===== src/rtl/byte_word_packer.sv =====
// byte_word_packer
//   Collects a byte stream into little-endian 32-bit words for a downstream
//   32-bit stage. A one-word output buffer lets the next word assemble while
//   the current one waits, so one byte per cycle is sustained.
//
//   Optional feature macro: PACKER_FLUSH_EN
//     When defined, a partial word that sits idle for FLUSH_CYCLES cycles is
//     flushed zero-padded, with out_count giving the number of valid bytes.
//
// Ports
//   clk        in   clock, rising edge
//   rst_n      in   asynchronous active-low reset
//   in_data    in   [7:0]  input byte
//   in_valid   in   in_data valid
//   in_ready   out  byte accepted this cycle when in_valid is high
//   out1       out  [31:0] assembled word (registered)
//   out_valid  out  out1 holds a word
//   out_ready  in   downstream consumes out1 this cycle
//   out_count  out  [2:0]  valid bytes in out1 (1..4)
//
// state | meaning
// IDLE  | assembly register empty (byteCnt == 0)
// FILL  | assembly register holds 1..3 bytes

module byte_word_packer #(
    parameter int FLUSH_CYCLES = 16
) (
    input  logic        clk,
    input  logic        rst_n,
    input  logic [7:0]  in_data,
    input  logic        in_valid,
    output logic        in_ready,
    output logic [31:0] out1,
    output logic        out_valid,
    input  logic        out_ready,
    output logic [2:0]  out_count
);

    if (FLUSH_CYCLES < 1 || FLUSH_CYCLES > 255) begin : g_paramCheck
        $error("byte_word_packer: FLUSH_CYCLES must be in 1..255");
    end

    typedef enum logic {IDLE, FILL} state_t;

    state_t      state, stateNext;
    logic [1:0]  byteCnt, byteCntNext;
    logic [23:0] asmReg;
    logic        byteAcc;
    logic        wordAcc;
    logic        bufFree;
    logic        loadFull;
    logic        loadFlush;
    logic        load;
    logic [31:0] loadWord;
    logic [2:0]  loadCount;

    // Only the fourth byte needs the output buffer, so only it can stall.
    assign in_ready = !(byteCnt == 2'd3 && out_valid && !out_ready);
    assign byteAcc  = in_valid && in_ready;
    assign wordAcc  = out_valid && out_ready;
    assign bufFree  = !out_valid || out_ready;

`ifdef PACKER_FLUSH_EN
    localparam logic [7:0] FLUSH_TC = 8'(FLUSH_CYCLES);

    logic [7:0] idleTimer;

    // A byte accept outranks a flush in the same cycle.
    assign loadFlush = (state == FILL) && (idleTimer == FLUSH_TC) && !byteAcc && bufFree;

    // Saturates at the terminal count so a blocked flush fires as soon as
    // the buffer frees up.
    always_ff @(posedge clk or negedge rst_n) begin
        if (!rst_n) begin
            idleTimer <= 8'd0;
        end else if (byteAcc || loadFlush || state != FILL) begin
            idleTimer <= 8'd0;
        end else if (idleTimer != FLUSH_TC) begin
            idleTimer <= idleTimer + 8'd1;
        end
    end
`else
    assign loadFlush = 1'b0;
`endif

    always_ff @(posedge clk or negedge rst_n) begin
        if (!rst_n) begin
            state   <= IDLE;
            byteCnt <= 2'd0;
        end else begin
            state   <= stateNext;
            byteCnt <= byteCntNext;
        end
    end

    always_comb begin
        stateNext   = state;
        byteCntNext = byteCnt;
        loadFull    = 1'b0;
        case (state)
            IDLE: begin
                if (byteAcc) begin
                    stateNext   = FILL;
                    byteCntNext = 2'd1;
                end
            end
            FILL: begin
                if (byteAcc) begin
                    if (byteCnt == 2'd3) begin
                        loadFull    = 1'b1;
                        byteCntNext = 2'd0;
                        stateNext   = IDLE;
                    end else begin
                        byteCntNext = byteCnt + 2'd1;
                    end
                end else if (loadFlush) begin
                    byteCntNext = 2'd0;
                    stateNext   = IDLE;
                end
            end
            default: begin
                stateNext   = IDLE;
                byteCntNext = 2'd0;
            end
        endcase
    end

    assign load = loadFull || loadFlush;

    // asmReg is cleared whenever a word leaves it, so unwritten upper bytes
    // are already zero and a flushed partial word needs no masking.
    assign loadWord  = loadFull ? {in_data, asmReg} : {8'h00, asmReg};
    assign loadCount = loadFull ? 3'd4 : {1'b0, byteCnt};

    always_ff @(posedge clk or negedge rst_n) begin
        if (!rst_n) begin
            asmReg <= 24'd0;
        end else if (load) begin
            asmReg <= 24'd0;
        end else if (byteAcc) begin
            asmReg[8*byteCnt +: 8] <= in_data;
        end
    end

    always_ff @(posedge clk or negedge rst_n) begin
        if (!rst_n) begin
            out1      <= 32'd0;
            out_valid <= 1'b0;
            out_count <= 3'd0;
        end else if (load) begin
            out1      <= loadWord;
            out_valid <= 1'b1;
            out_count <= loadCount;
        end else if (wordAcc) begin
            out_valid <= 1'b0;
        end
    end

endmodule


===== config.mk =====
export PLATFORM = sky130hd
export DESIGN_NAME = byte_word_packer
export DESIGN_NICKNAME = d
export VERILOG_FILES = /design/src/rtl/byte_word_packer.sv
export SDC_FILE = /design/constraint.sdc
export NUM_CORES = 1
export LEC_CHECK = 0
export ABC_CLOCK_PERIOD_IN_PS = 2400
export CAP_MARGIN = 25
export CORE_MARGIN = 2
export CORE_UTILIZATION = 45
export CTS_BUF_LIST = sky130_fd_sc_hd__clkbuf_4
export DETAILED_ROUTE_END_ITERATION = 10
export GPL_ROUTABILITY_DRIVEN = 0
export GPL_TIMING_DRIVEN = 1
export MAX_ROUTING_LAYER = met4
export PLACE_DENSITY = 0.75
export SYNTH_ARGS = -nofsm -noshare
export SYNTH_HDL_FRONTEND = slang
export SYNTH_SLANG_ARGS = --single-unit

===== constraint.sdc =====
create_clock -name clk -period 2.4 [get_ports clk]
set_input_delay 0.24 -clock clk [delete_from_list [all_inputs] [get_ports clk]]
set_output_delay 0.24 -clock clk [all_outputs]
set_load 0.005 [all_outputs]

==> summary.txt <==
Global routing
  – Pin count of the biggest net entering global routing: 33
  – First-pass GRT wire length: ~9000 um
  – Total gr overflow: 0
  – Initial antenna violation count: 0
  – Total GRT Usage: 0.193
  – Vias in the first global route: 1,749

STA
  – Fin crit share: 0.942
  – Final Hold Fails: 0
  – Fmax: approximately 440 MHz
  – Endpoints failing setup: 0
  – Worst-Margin Slew: about 0.67 ns
  – Min cycle time layout: 2.26 ns
  – TNS Setup: 0 ns
  – Count of final max-slew check failures: 0
  – RSZ-0062 raised after global routing: false
  – Rel. slew slack: 0.555
  – Clk_skew: 0.0139 ns

Synth
  – Syn. warnings: 0
  – Post-synthesis sequential area ratio: 0.556
  – Simple-Gate Fraction of Synth Area: 0.0830
  – Compound-Gate Fraction of Synth Area: 0.0998
  – Adder-cell share of the synthesized area: 0.0228
  – Largest family of logic cells by synthesized area: multiplexers
  – Syn Area/Cell: 14.4 um2
  – Syn Std Cell Area: between 2000 and 3000 um2
  – Seq cells post-synth: 61
  – Xor and xnor area share after synthesis: 0
  – Synthesized instance count: around 190
  – Synth cell types: 33
  – Post-synthesis mux area share: 0.176

Critical path
  – Worst EP required: 2.16 ns
  – Largest stage delay on the critical path: ~0.53 ns
  – Critical path start-end classification: reg -> out
  – Setup crit end kind: primary output
  – CP max stage cell: clkdlybuf4s50_1
  – Critical Path Fanout Max: 12
  – CP startpoint kind: flip-flop
  – CP Data Arrival Time: 2.02 ns
  – R2R setup slack: 0.41 ns
  – Cell Chain, Critical Path: ha_2 > and3b_2 > inv_4 > clkdlybuf4s50_1

Power and ir drop
  – Combinational share of power: 0.405
  – Clk pwr share: 0.165
  – Sw Share: 0.302
  – Leakage Power: between 1 and 1.5 nW
  – Int Pwr: between 0.002 and 0.003 W
  – Peak supply drop: 0.000699 V
  – Sequential share of power: 0.430
  – Net switching power: approximately 0.0011 W
  – Power density over the cells: between 1000 and 1500 nW/um2

Clock tree
  – CTS tree: yes
  – Clk pin slew, worst setup/hold paths: 0.09 ns
  – CTS Buffer Depth: 2
  – CTS Root Cell: clkbuf_4
  – CTS Sinks: 61
  – Clock latency on the worst-skew pair: 0.40 ns
  – Inserted Clock Buffers: 9
  – CTS H-tree depth: 3

Cells and area
  – Most frequent cells in the layout: 61 x dfrtp_1, 45 x clkdlybuf4s50_1, 30 x mux2_4
  – Layout fillers: 491
  – Ratio of cells with drive above 1 in the final layout: 0.253
  – Commonest non-fill, non-tap cell in the layout: dfrtp_1
  – Diodes inserted: 0
  – Finished Layout Cells: 320
  – Synthesis-to-layout area growth: 22.2%
  – Area of the multi-input gates: around 1100 um2
  – Nets: 260
  – Seq. cell area: 1530 um2

Drt
  – Final wirelength: 5420 um
  – DRT antenna net count: 0
  – DR WL/cell: 17.0 um
  – Remaining DRCs: 0
  – Via Count: 1,742
  – Via density: 5.44
  – DR pass1 iterations: 4
  – DR iter-0 viols: 89

Floorplanning
  – Starting Density: 0.464
  – Die Width: 82.1 um
  – Die height: 82.1 um
  – CORE AREA: 5920 um2
  – Die ar.: 6740 um2
  – I/O pin count: between 40 and 50
  – # rows: 28

Worst hold path
  – Hold crit path type: in -> async

Job
  – Max cap viols: 0

Outcome
  – Status: finished, final reports clean

Placement
  – Buffers on Ports: 46
  – Placed insts: 304
  – Hpwl dp: 3780 um
flip-flops by register name (all words and copies together), names as in the netlist:
signal,flops
out_count,1
out1,32
out_valid,1
byteCnt,2
state,1
asmReg,24
metrics by stage:
step                instance area [um2]  setup slack, ns  hold slack, ns  power (W)  utilization
floorplan                          2750            0.695         -0.0556    0.00251            -
global placement                   3220            0.410           0.311    0.00313        0.543
detailed placement                 3220            0.357           0.313    0.00317        0.543
CTS                                3350           0.0432           0.412    0.00381        0.566
global route                       3350           0.0277           0.449    0.00404        0.567
finish                             3350            0.140           0.406    0.00377        0.567
synthesized netlist by cell type:
cell type,n,area share
mux2_4,30,0.16
nand3_2,1,0.0036
inv_1,2,0.0027
ha_1,5,0.023
a32o_1,8,0.029
a211o_1,1,0.0032
buf_6,5,0.021
and2_4,1,0.0032
dfrtp_1,61,0.56
and2_1,2,0.0046
nand4_1,17,0.039
o21ai_0,10,0.018
a21oi_1,10,0.018
and4_4,1,0.0041
buf_2,2,0.0036
mux2_2,3,0.012
nor2b_1,1,0.0023
a21o_1,2,0.0055
inv_4,1,0.0023
nor2_1,1,0.0014
buf_1,1,0.0014
nand3_1,3,0.0055
nor3b_2,1,0.0046
and3b_1,1,0.0032
or2b_1,1,0.0027
o2bb2ai_1,8,0.026
buf_12,3,0.022
nand2_1,2,0.0027
conb_1,1,0.0014
clkbuf_1,2,0.0027
or2_2,1,0.0023
buf_4,2,0.0055
and3_4,1,0.0041
layout make-up:
cell class | instances | share of cell area
Timing Repair inverter | 1 | 0.00224
Timing Repair Buffer | 54 | 0.162
Inverter | 3 | 0.00410
Tap cell | 75 | 0.0280
Clock inverter | 4 | 0.0127
Sequential cell | 61 | 0.455
Clock buffer | 9 | 0.0201
Multi-Input combinational cell | 113 | 0.316
critical path: cells and delay by family, from the launching register on:
| kind | cells | cell delay, ns |
|---|---|---|
| buffers and inverters | 2 | 0.65 |
| AND/OR/NAND/NOR | 1 | 0.25 |
| flip-flops | 1 | 0.47 |
| adder cells (fa/ha/maj) | 1 | 0.26 |
power by group through the flow:
| stage | combinational (W) | clock (W) | sequential (W) |
|---|---|---|---|
| 6_report | 0.00152 | 0.000622 | 0.00162 |
| 5_1_grt | 0.00167 | 0.000696 | 0.00168 |
| 4_1_cts | 0.00154 | 0.000646 | 0.00163 |
| 3_5_place_dp | 0.00152 | 0 | 0.00165 |
| 3_3_place_gp | 0.00149 | 0 | 0.00164 |
| 2_1_floorplan | 0.000900 | 0 | 0.00161 |
what timing repair did:
action,CTS,global route
gates cloned,1,0
buffers inserted,1,0
hold endpoints to repair,29,0
setup endpoints to repair,1,1
hold buffers,1,0
pin swaps,1,0
resized for setup,1,1
routing by layer:
layer / up-vias / routed length, um / part of all wire / track usage
li1: 814 / - / - / -
met1: 864 / 2450 / 0.45 / 0.244
met2: 58 / 2600 / 0.48 / 0.290
met3: 6 / 323 / 0.060 / 0.0696
met4: 0 / 50 / 0.0092 / 0.0600
met5: - / 0 / 0 / -
cell families after synthesis:
| family | count (synthesis) |
|---|---|
| multiplexers | 33 |
| flip-flops | 61 |
| AND/OR/NAND/NOR | 34 |
| other | 1 |
| adder cells (fa/ha/maj) | 5 |
| buffers and inverters | 18 |
| AO/OA/AOI/OAI | 39 |
path summary, 6_finish.rpt:
check                              from            to  cells past startpoint
hold / removal                    rst_n  out_count[2]                      2
setup reg to reg             byteCnt[0]      out1[17]                      5
min in group clk           out_count[2]  out_count[2]                      1
max in group asynchronous         rst_n      out1[19]                      3
hold reg to reg            out_count[2]  out_count[2]                      1
setup / recovery             byteCnt[0]      in_ready                      4
(Power assumes the default switching activity.)
